File: config.mk
export PLATFORM = sky130hd
export DESIGN_NAME = ks_strummer
export DESIGN_NICKNAME = d
export VERILOG_FILES = /design/src/rtl/ks_strummer.sv
export SDC_FILE = /design/constraint.sdc
export NUM_CORES = 1
export LEC_CHECK = 0
export BUFFER_PORTS_ARGS = -buffer_cell sky130_fd_sc_hd__buf_2
export CAP_MARGIN = 20
export CELL_PAD_IN_SITES_DETAIL_PLACEMENT = 0
export CELL_PAD_IN_SITES_GLOBAL_PLACEMENT = 1
export CORE_MARGIN = 4
export CORE_UTILIZATION = 40
export DETAILED_ROUTE_END_ITERATION = 12
export PLACE_DENSITY = 0.84
export SLEW_MARGIN = 30
export SYNTH_ARGS = -nofsm -noshare
export SYNTH_HDL_FRONTEND = slang
export SYNTH_SLANG_ARGS = --single-unit
File: constraint.sdc
create_clock -name lrck -period 2.9 [get_ports lrck]
set_clock_uncertainty 0.15 [all_clocks]
set_input_delay 0.58 -clock lrck [delete_from_list [all_inputs] [get_ports lrck]]
set_output_delay 0.58 -clock lrck [all_outputs]
set_load 0.1 [all_outputs]
File: src/rtl/ks_strummer.sv
// Strum sequencer: walks the strings in one direction, one slot every gap+1 sample periods,
// and issues a single-cycle pluck pulse for each string selected by the latched mask.
module ks_strummer #(
    parameter int NUM_STRINGS = 6
) (
    input  logic                   lrck,
    input  logic                   rst_n,
    input  logic                   strum_valid,
    output logic                   strum_ready,
    input  logic [NUM_STRINGS-1:0] strum_mask,
    input  logic                   strum_dir,
    input  logic [9:0]             strum_gap,
    input  logic                   abort,
    output logic [NUM_STRINGS-1:0] pluck,
    output logic                   busy,
    output logic                   done
);

    localparam int IDX_W = $clog2(NUM_STRINGS);
    localparam logic [IDX_W-1:0] IDX_LAST = IDX_W'(NUM_STRINGS - 1);

    typedef enum logic [1:0] {
        IDLE,
        SLOT,
        GAP
    } state_t;

    state_t                 state_reg, state_next;
    logic [IDX_W-1:0]       idx_reg, idx_next;
    logic [9:0]             cnt_reg, cnt_next;
    logic [NUM_STRINGS-1:0] mask_reg, mask_next;
    logic                   dir_reg, dir_next;
    logic [9:0]             gap_reg, gap_next;
    logic                   done_reg, done_next;
    logic [NUM_STRINGS-1:0] pluck_reg, pluck_next;

    logic                   load_slot;
    logic                   advance;
    logic [IDX_W-1:0]       slot_idx;
    logic [NUM_STRINGS-1:0] slot_mask;
    logic [IDX_W-1:0]       step_idx;
    logic                   last_slot;

    assign step_idx  = dir_reg ? (idx_reg - 1'b1) : (idx_reg + 1'b1);
    assign last_slot = dir_reg ? (idx_reg == '0) : (idx_reg == IDX_LAST);

    always_comb begin
        state_next = state_reg;
        idx_next   = idx_reg;
        cnt_next   = cnt_reg;
        mask_next  = mask_reg;
        dir_next   = dir_reg;
        gap_next   = gap_reg;
        done_next  = 1'b0;
        load_slot  = 1'b0;
        advance    = 1'b0;
        slot_idx   = idx_reg;
        slot_mask  = mask_reg;

        case (state_reg)
            IDLE: begin
                if (strum_valid && !abort) begin
                    mask_next  = strum_mask;
                    dir_next   = strum_dir;
                    gap_next   = strum_gap;
                    slot_idx   = strum_dir ? IDX_LAST : '0;
                    slot_mask  = strum_mask;
                    idx_next   = slot_idx;
                    load_slot  = 1'b1;
                    state_next = SLOT;
                end
            end
            SLOT: begin
                if (abort) begin
                    state_next = IDLE;
                end else if (gap_reg == '0) begin
                    advance = 1'b1;
                end else begin
                    state_next = GAP;
                    cnt_next   = gap_reg - 10'd1;
                end
            end
            GAP: begin
                if (abort) begin
                    state_next = IDLE;
                end else if (cnt_reg == '0) begin
                    advance = 1'b1;
                end else begin
                    cnt_next = cnt_reg - 10'd1;
                end
            end
            default: state_next = IDLE;
        endcase

        // Leaving a slot (directly or after its gap): finish or move to the neighbouring string
        if (advance) begin
            if (last_slot) begin
                state_next = IDLE;
                done_next  = 1'b1;
            end else begin
                state_next = SLOT;
                slot_idx   = step_idx;
                idx_next   = step_idx;
                load_slot  = 1'b1;
            end
        end
    end

    // One-hot decode keeps at most one pluck bit set per cycle
    generate
        for (genvar gi = 0; gi < NUM_STRINGS; gi++) begin : g_pluck
            assign pluck_next[gi] = load_slot & slot_mask[gi] & (slot_idx == IDX_W'(gi));
        end
    endgenerate

    always_ff @(posedge lrck or negedge rst_n) begin
        if (!rst_n) begin
            state_reg <= IDLE;
            idx_reg   <= '0;
            cnt_reg   <= '0;
            mask_reg  <= '0;
            dir_reg   <= 1'b0;
            gap_reg   <= '0;
            done_reg  <= 1'b0;
            pluck_reg <= '0;
        end else begin
            state_reg <= state_next;
            idx_reg   <= idx_next;
            cnt_reg   <= cnt_next;
            mask_reg  <= mask_next;
            dir_reg   <= dir_next;
            gap_reg   <= gap_next;
            done_reg  <= done_next;
            pluck_reg <= pluck_next;
        end
    end

    assign strum_ready = (state_reg == IDLE);
    assign busy        = (state_reg != IDLE);
    assign pluck       = pluck_reg;
    assign done        = done_reg;

endmodule

==> summary.md, run 1 <==
| Metric | Value |
|---|---|
| Status | `completed` |
| Unrepaired setup endpoints after global routing | `false` |
| Non-Filler Instances | `306` |
| Number of placement rows | `26` |
| Die ar. | `0.00658 mm^2` |
| CP peak stage delay | `0.52 ns` |
| Top_reg_cell synth | `dfrtp_1` |
| Syn_nets | `228` |
| Critical path fanouts, max | `8` |
| First drt pass iteration count | `4` |
| Wirelength per Cell | `14.4 um` |
| Post-synth ARST share | `1.00` |
| Inserted Clock Buffers | `5` |
| CP cell instances | `inv_1 > ha_1 > or4b_4 > or3_4 > a21oi_2 > xor2_1 > o22ai_1 > a21oi_1` |
| Max_cap viols | `0` |
| Critical setup path kind | `reg -> reg` |
| Largest net degree at the start of global routing | `40` |
| CTS Buffer Depth | `2` |
| I/O Buffers | `29` |
| Data required time of the critical path | `2.96 ns` |
| Final Setup Violations | `0` |
| Cell area after synthesis | `0.00214 mm^2` |
| Gr ovfl total | `0` |
| Core area | `0.00514 mm^2` |
| Total number of vias | `1635` |
| Reg2reg start | `state_reg[0]` |
| Setup crit start kind | `flop` |
| Synth Register Bits | `39` |
| DPL Wire Length | `3240 um` |
| First-pass GRT wire length | `7370 um` |
| Area growth syn-to-layout | `14.0%` |
| DP Cell Count | `298` |
| Yosys cell types | `47` |
| Fin. max-slew vios | `0` |
| Min-Delay Path Class | `in -> async` |
| Vias in the first global route | `1556` |
| Area leader, netlist | `dfrtp_1` |
| Tmin final | `2.48 ns` |
| Die H | `81.1 um` |
| Clock transition at path regs | `0.08 ns` |
| Mean area per synthesized cell | `10.6 um^2` |
| Yosys top cell area share | `0.456` |
| H-Tree Depth | `2` |
| CTS Root Cell | `clkbuf_8` |
| Leakage | `1.09 nW` |
| Largest cells by area after synthesis | `dfrtp_1, mux2_2, mux2i_1, xor2_1, a21oi_1` |
| Synth top cells by count | `dfrtp_1, mux2_2, nor2_1` |
| Total track usage | `0.144` |
| Seq/Total Area, Yosys | `0.456` |
| Fin Setup TNS | `0 ns` |
| Post-Route WL | `4400 um` |
| Maximum clock rate | `0.404 GHz` |
| Layout net count | `261` |
| DR iter-0 viols | `135` |
| Pre-CTS setup slack | `0.430 ns` |
| Initial core utilization | `0.416` |
| Top-count cell post-synth | `dfrtp_1` |
| # IOs | `30` |
| Worst vdd rail ir drop | `0.000667 V` |
| Initial antenna violation count | `0` |
| Worst R2R Path Depth | `8` |
| GP Congestion | `0.842` |
| Crit path capture type | `flop` |
| Die X | `81.1 um` |
| Pwr Total | `2.67 mW` |
| Clk sinks | `39` |
| CTS tree | `done` |
| RR Endpoint | `cnt_reg[9]` |
| Final hold violations | `0` |
| Hold buffers post-CTS | `0` |
| Setup ws final | `0.424 ns` |
| DRT antenna net count | `0` |
| Cells after synthesis | `202` |
| Slowest CP cell | `or4b_4` |
| Share of layout cells above drive strength 1 | `0.280` |
| Ys Warns | `0` |
| Antenna fix cells | `0` |
| Worst-Margin Slew | `0.489 ns` |
| Period utilization | `0.854` |
| WP data arrival | `2.54 ns` |
| Power density over the cells | `1090 mW/mm^2` |
| Final Util | `0.474` |
| Clk_lat worst skew | `0.29 ns` |
| EDFF count, synth | `0` |
| Slew HR | `0.674` |
| R2R setup slack | `0.42 ns` |
| Vias per cell | `5.34` |
| Cts repair resizes | `0` |
| Post-CTS setup buffer count | `0` |
| DRC errors left | `0` |
## stage by stage
step                      area (um^2)  hold slack (ns)
after floorplan                  2140            0.134
final                            2440           0.0937
after detailed placement         2340            0.334
after global routing             2440            0.125
after CTS                        2430            0.275
after global placement           2340            0.326
## worst max path at each step
stage	startpoint	endpoint	slack (ns)	cells after the start
after global routing	state_reg[0]	cnt_reg[6]	0.18	9
after detailed placement	state_reg[0]	cnt_reg[8]	0.43	9
after CTS	state_reg[0]	cnt_reg[8]	0.41	9
after global placement	state_reg[0]	cnt_reg[9]	0.48	8
after floorplan	state_reg[0]	busy	0.17	3
final	state_reg[0]	cnt_reg[9]	0.42	8
## where the power goes
part | internal, mW | total [mW] | switching [mW] | leakage, nW
logic | 0.549 | 1.26 | 0.711 | 0.567
registers | 0.771 | 1.03 | 0.256 | 0.479
clock network | 0.172 | 0.378 | 0.206 | 0.0443
## layer usage
metal	vias up	wire [um]	global-route usage
met5	-	0	0
met4	0	29	0.0355
met3	5	139	0.0244
met2	34	2240	0.245
met1	788	2000	0.190
li1	808	-	-
## critical path, delay by kind of cell (launching register included)
| family | cells | cell delay (ns) |
|---|---|---|
| compound gates | 3 | 0.38 |
| xor+xnor | 1 | 0.16 |
| fa+ha+maj | 1 | 0.34 |
| buf+inv | 1 | 0.10 |
| flops | 1 | 0.39 |
| simple gates | 2 | 0.88 |
## cells in the final DEF, fill, tap and decap left out, drive strengths merged, types with 8 or more instances in the layout
cell,count
mux2,16
nor2,13
o21ai,15
nor3,9
buf,32
nand2,11
a21oi,14
xor2,8
nand3,9
dfrtp,39
## final cells by class
| type | count | area [um^2] |
|---|---|---|
| flip-flops and latches | 39 | 976 |
| fillers | 520 | 2700 |
| clock inverters | 3 | 25.0 |
| repair buffers | 32 | 170 |
| inverters | 7 | 26.3 |
| well taps | 70 | 87.6 |
| clock buffers | 5 | 68.8 |
| multi-input cells | 150 | 1080 |
## logic make-up (layout without fill, tap and decap cells)
logic type | count (synthesis) | in the layout | share of synthesized area
adder cells (fa/ha/maj) | 5 | 5 | 0.0328
flip-flops | 39 | 39 | 0.456
AND/OR/NAND/NOR | 66 | 66 | 0.178
XOR/XNOR | 10 | 10 | 0.0410
AO/OA/AOI/OAI | 46 | 46 | 0.138
multiplexers | 23 | 23 | 0.117
buffers and inverters | 13 | 47 | 0.0369
No activity file was read; power rests on OpenSTA's default activity.
==> inputs of run 2 (changes only) <==
Settings changed: CORE_ASPECT_RATIO set to 2.
==> run 2 against run 1 <==
Core utilization is 0.87 points lower. Largest cell class unchanged. Largest power group unchanged. Sequential power barely moved. Setup slack worse by 0.051 ns. Register-to-register slack got worse by 0.05 ns. Final area is 0.98% lower.
==> summary.md, run 2 (synthesized netlist as in run 1, its figures left out) <==
| Metric | Value |
|---|---|
| Status | `completed` |
| Initial core utilization | `0.412 (-0.00361)` |
| DRC errors left | `0 (unchanged)` |
| Period utilization | `0.871 (+0.0174)` |
| Non-Filler Instances | `293 (-4.2%)` |
| WP data arrival | `2.61 ns (+0.07 ns)` |
| Number of placement rows | `37 (+42%)` |
| Int Power | `1.49 mW (-0.31%)` |
| Cts repair resizes | `0 (unchanged)` |
| Power density over the cells | `1120 mW/mm^2 (+2.5%)` |
| DR iter-0 viols | `34 (-75%)` |
| Unrepaired setup endpoints after global routing | `false` |
| Register share of total power | `0.384 (about the same)` |
| Die ar. | `0.00665 mm^2 (+1.1%)` |
| Worst-Margin Slew | `0.506 ns (+0.0173 ns)` |
| Max_cap viols | `0 (unchanged)` |
| Die H | `111 um (+37%)` |
| Net switching power | `1.22 mW (+3.9%)` |
| Share of layout cells above drive strength 1 | `0.277 (-0.00307)` |
| Leakage | `1.08 nW (-0.73%)` |
| Layout net count | `260 (-0.38%)` |
| R2R setup slack | `0.37 ns (-0.05 ns)` |
| Maximum clock rate | `0.396 GHz (-2.0%)` |
| DRT antenna net count | `0 (unchanged)` |
| First drt pass iteration count | `4 (unchanged)` |
| Clk_lat worst skew | `0.30 ns (about the same)` |
| Setup crit start kind | `flop` |
| Worst vdd rail ir drop | `0.000791 V (+19%)` |
| Slew HR | `0.660 (-0.0141)` |
| Inserted Clock Buffers | `5 (unchanged)` |
| Commonest cells after routing, fill and taps aside | `dfrtp_1, buf_2, mux2_2` |
| Sw Share | `0.450 (+0.0101)` |
| DP Cell Count | `285 (-4.4%)` |
| # IOs | `30 (unchanged)` |
| Fin Setup TNS | `0 ns (unchanged)` |
| Min-Delay Path Class | `in -> async` |
| Core area | `0.00518 mm^2 (+0.88%)` |
| DPL Wire Length | `3670 um (+13%)` |
| Clock Power Share | `0.146 (+0.004)` |
| Vias in the first global route | `1716 (+10%)` |
| Die X | `59.7 um (-26%)` |
| Clock transition at path regs | `0.09 ns (about the same)` |
| CTS Root Cell | `clkbuf_8` |
| Initial antenna violation count | `0 (unchanged)` |
| Wirelength per Cell | `16.6 um (+15%)` |
| Post-Route WL | `4850 um (+10%)` |
| Post-CTS setup buffer count | `0 (unchanged)` |
| Largest net degree at the start of global routing | `40 (unchanged)` |
| Total track usage | `0.162 (+0.0180)` |
| Met3 Resource Use GR | `0.0325 (+0.00809)` |
| Hold buffers post-CTS | `0 (unchanged)` |
| Data required time of the critical path | `2.98 ns (+0.02 ns)` |
| Area growth syn-to-layout | `12.9%` |
| Combinational power share | `0.470 (-0.003)` |
| Final hold violations | `0 (unchanged)` |
| Busiest grt layer | `met2` |
| Clk sinks | `39 (unchanged)` |
| Met2 Use GR | `0.286 (+0.0406)` |
| Critical path fanouts, max | `9 (+1)` |
| Vias per cell | `5.72 (+7.1%)` |
| CTS tree | `done` |
| Commonest non-fill, non-tap cell in the layout | `dfrtp_1` |
| Total number of vias | `1677 (+2.6%)` |
| H-Tree Depth | `2 (unchanged)` |
| GR Util met1 | `0.168 (-0.0218)` |
| Antenna fix cells | `0 (unchanged)` |
| Tmin final | `2.53 ns (+0.0506 ns)` |
| First-pass GRT wire length | `8160 um (+11%)` |
| Final Setup Violations | `0 (unchanged)` |
| Fin. max-slew vios | `0 (unchanged)` |
| CTS Buffer Depth | `2 (unchanged)` |
| I/O Buffers | `29 (unchanged)` |
| GP Congestion | `0.834 (-0.93%)` |
| Gr ovfl total | `0 (unchanged)` |
| Critical setup path kind | `reg -> reg` |
| Multi-input logic area | `0.00108 mm^2 (unchanged)` |
| Fillers | `518 (-0.38%)` |
| Crit path capture type | `flop` |
| Storage cell area | `976 um^2 (unchanged)` |
==> run 2: cell count changes in the layout (fill, tap and decap cells not counted) <==
cell	change
clkinv_4	-2
buf_4	-1
clkinvlp_4	+1
inv_6	+1
==> run 2: critical path, stage by stage (launching register included) <==
cell	delay, ns
dfrtp_1	0.39
inv_1	0.11
ha_1	0.36
or4b_4	0.52
or3_4	0.37
a21oi_2	0.18
xor2_1	0.17
o22ai_1	0.08
a21oi_1	0.13
==> run 2: stage by stage <==
stage / power [mW] / instance area, um^2 / hold slack (ns) / setup WS [ns] / util
5_1_grt: 2.91 / 2410 / 0.120 / 0.139 / 0.465
2_1_floorplan: 2.03 / 2140 / 0.134 / 0.174 / -
4_1_cts: 2.72 / 2410 / 0.273 / 0.359 / 0.465
3_5_place_dp: 2.32 / 2320 / 0.330 / 0.377 / 0.447
6_report: 2.71 / 2410 / 0.0854 / 0.374 / 0.465
3_3_place_gp: 2.30 / 2320 / 0.317 / 0.477 / 0.447
==> run 2: power by group through the flow <==
stage                     sequential, mW  combinational (mW)  clock [mW]
after detailed placement            1.04                1.27           0
final                               1.04                1.27       0.396
after global routing                1.07                1.41       0.425
after global placement              1.04                1.26           0
after floorplan                    0.978                1.05           0
after CTS                           1.03                1.28       0.406
==> run 2: layer usage <==
layer	share of wire	routed length [um]
met1	0.36	1740
met4	0.040	192
met5	0	0
met2	0.58	2790
met3	0.027	131
==> run 2: area by class of cell <==
cell class                      count  share of cell area
Inverter                            7              0.0109
Timing Repair Buffer               31              0.0674
Tap cell                           58              0.0301
Sequential cell                    39               0.404
Clock buffer                        5              0.0285
Clock inverter                      3             0.00985
Multi-Input combinational cell    150               0.449
==> run 2: path summary, 6_finish.rpt <==
check                      cells after the start           to         start
min in group lrck                              2  mask_reg[0]   mask_reg[0]
setup / recovery                               8   cnt_reg[9]  state_reg[0]
max in group asynchronous                      1   gap_reg[9]         rst_n
hold / removal                                 1   gap_reg[2]         rst_n
hold reg to reg                                2  mask_reg[0]   mask_reg[0]
setup reg to reg                               8   cnt_reg[9]  state_reg[0]
==> inputs of run 3 (changes only) <==
Settings changed: CORE_ASPECT_RATIO 2 to 0.75.
==> run 3 against run 2 <==
Via count shrank 1.6%. Non-clock buffer count unchanged. Total power grew 1.9%. Highest routed layer unchanged. Flip-flop and latch count unchanged. Register-to-register slack worse by 0.05 ns. Wire length down 3.9%.
==> summary.md, run 3 (synthesized netlist as in run 1, its figures left out) <==
| Metric | Value |
|---|---|
| I/O Buffers | `29 (unchanged)` |
| Commonest cells after routing, fill and taps aside | `dfrtp_1, buf_2, mux2_2` |
| Antenna fix cells | `0 (unchanged)` |
| Final hold violations | `0 (unchanged)` |
| WP data arrival | `2.61 ns (about the same)` |
| Crit path buffers/inverters | `1 (unchanged)` |
| Largest net degree at the start of global routing | `40 (unchanged)` |
| Clk_lat worst skew | `0.29 ns (about the same)` |
| Total number of vias | `1651 (-1.6%)` |
| CP cell instances | `inv_1 > ha_1 > mux2i_1 > ha_1 > o21ai_0 > a21oi_1 > and3_1 > o21ai_1 > o221a_2` |
| Pwr Total | `2.76 mW (+1.9%)` |
| Fin. max-slew vios | `0 (unchanged)` |
| Slew HR | `0.674 (+0.0140)` |
| Unrepaired setup endpoints after global routing | `false` |
| Gr ovfl total | `0 (unchanged)` |
| Clk sinks | `39 (unchanged)` |
| CTS Buffer Depth | `2 (unchanged)` |
| Post-Route WL | `4660 um (-3.9%)` |
| Crit path from | `state_reg[0]` |
| Area growth syn-to-layout | `14.2%` |
| DPL Wire Length | `3520 um (-4.0%)` |
| Share of layout cells above drive strength 1 | `0.269 (-0.00736)` |
| Wirelength per Cell | `15.2 um (-8.0%)` |
| Clock transition at path regs | `0.07 ns (-0.02 ns)` |
| Power density over the cells | `1130 mW/mm^2 (+0.78%)` |
| Cell seen most often among critical-path stages | `ha_1` |
| Worst-Margin Slew | `0.489 ns (-0.0172 ns)` |
| Critical setup path kind | `reg -> reg` |
| DRT antenna net count | `0 (unchanged)` |
| Die X | `92.4 um (+55%)` |
| Vias in the first global route | `1478 (-14%)` |
| CTS Root Cell | `clkbuf_8` |
| Hold buffers post-CTS | `0 (unchanged)` |
| Status | `completed` |
| Family with the most delay on the worst path | `adder cells` |
| Total track usage | `0.147 (-0.0152)` |
| Period utilization | `0.887 (+0.0163)` |
| Max_cap viols | `0 (unchanged)` |
| Data required time of the critical path | `2.93 ns (-0.05 ns)` |
| Commonest non-fill, non-tap cell in the layout | `dfrtp_1` |
| CP peak stage delay | `0.41 ns (-0.11 ns)` |
| First drt pass iteration count | `4 (unchanged)` |
| Min-Delay Path Class | `in -> async` |
| Post-CTS setup buffer count | `0 (unchanged)` |
| R2R setup slack | `0.33 ns (-0.05 ns)` |
| Die ar. | `0.00659 mm^2 (-0.88%)` |
| Vias per cell | `5.40 (-5.7%)` |
| Critical path fanouts, max | `11 (+2)` |
| Final Setup Violations | `0 (unchanged)` |
| Fin Setup TNS | `0 ns (unchanged)` |
| H-Tree Depth | `2 (unchanged)` |
| Reg2reg start | `state_reg[0]` |
| Setup crit start kind | `flop` |
| DR iter-0 viols | `126 (+270%)` |
| Die H | `71.3 um (-36%)` |
| Initial antenna violation count | `0 (unchanged)` |
| Slowest CP cell | `ha_1` |
| CTS tree | `done` |
| Worst vdd rail ir drop | `0.000456 V (-42%)` |
| Layout net count | `260 (unchanged)` |
| First-pass GRT wire length | `7610 um (-6.7%)` |
| Initial core utilization | `0.424 (+0.0121)` |
| Maximum clock rate | `0.389 GHz (-1.8%)` |
| Crit path capture type | `flop` |
| Inserted Clock Buffers | `5 (unchanged)` |
| Core area | `0.00504 mm^2 (-2.8%)` |
| GP Congestion | `0.849 (+1.8%)` |
| Cts repair resizes | `0 (unchanged)` |
| Tmin final | `2.57 ns (+0.0472 ns)` |
| DRC errors left | `0 (unchanged)` |
| Leakage | `1.09 nW (+0.97%)` |
| # IOs | `30 (unchanged)` |
| Number of placement rows | `22 (-41%)` |
run 3: per-stage QoR:
step	hold slack (ns)	cell area, um^2	setup slack (ns)	utilization	instances
floorplan	0.134	2140	0.174	-	202
global placement	0.317	2340	0.419	0.464	299
detailed placement	0.331	2340	0.372	0.464	299
CTS	0.277	2440	0.346	0.484	306
global route	0.144	2440	0.138	0.485	306
finish	0.101	2440	0.327	0.485	306
run 3: worst reg2reg max path, delay by kind of cell (launching register included):
kind,cells,cell delay (ns)
DFF,1,0.38
AOI/OAI and AO/OA,4,0.65
muxes,1,0.28
adders and majority gates,2,0.70
buffers and inverters,1,0.10
and+or+nand+nor,1,0.19
run 3: final timing paths:
| kind | depth (start not counted) | endpoint |
|---|---|---|
| worst max-delay path | 9 | cnt_reg[8] |
| min in group lrck | 1 | mask_reg[5] |
| worst max register to register | 9 | cnt_reg[8] |
| max in group asynchronous | 1 | idx_reg[0] |
| worst min-delay path | 1 | cnt_reg[0] |
| worst min register to register | 1 | mask_reg[5] |
run 3: final cells by class:
type | count | area, um^2
tap | 72 | 90.1
inverter | 7 | 26.3
clock inverter | 1 | 30.0
fill | 470 | 2600
timing repair buffer | 31 | 163
sequential | 39 | 976
clock buffer | 6 | 72.6
multi-input combinational | 150 | 1080
run 3: metal layers:
metal | GRT usage | part of all wire | up-vias
met5 | 0 | 0 | -
met4 | 0.0494 | 0.015 | 0
met3 | 0.0294 | 0.061 | 8
met2 | 0.188 | 0.40 | 50
met1 | 0.238 | 0.52 | 792
li1 | - | - | 801
run 3: where the power goes:
group	internal, mW	switching [mW]
combinational	0.543	0.733
sequential	0.771	0.273
clock	0.252	0.185
total	1.57	1.19
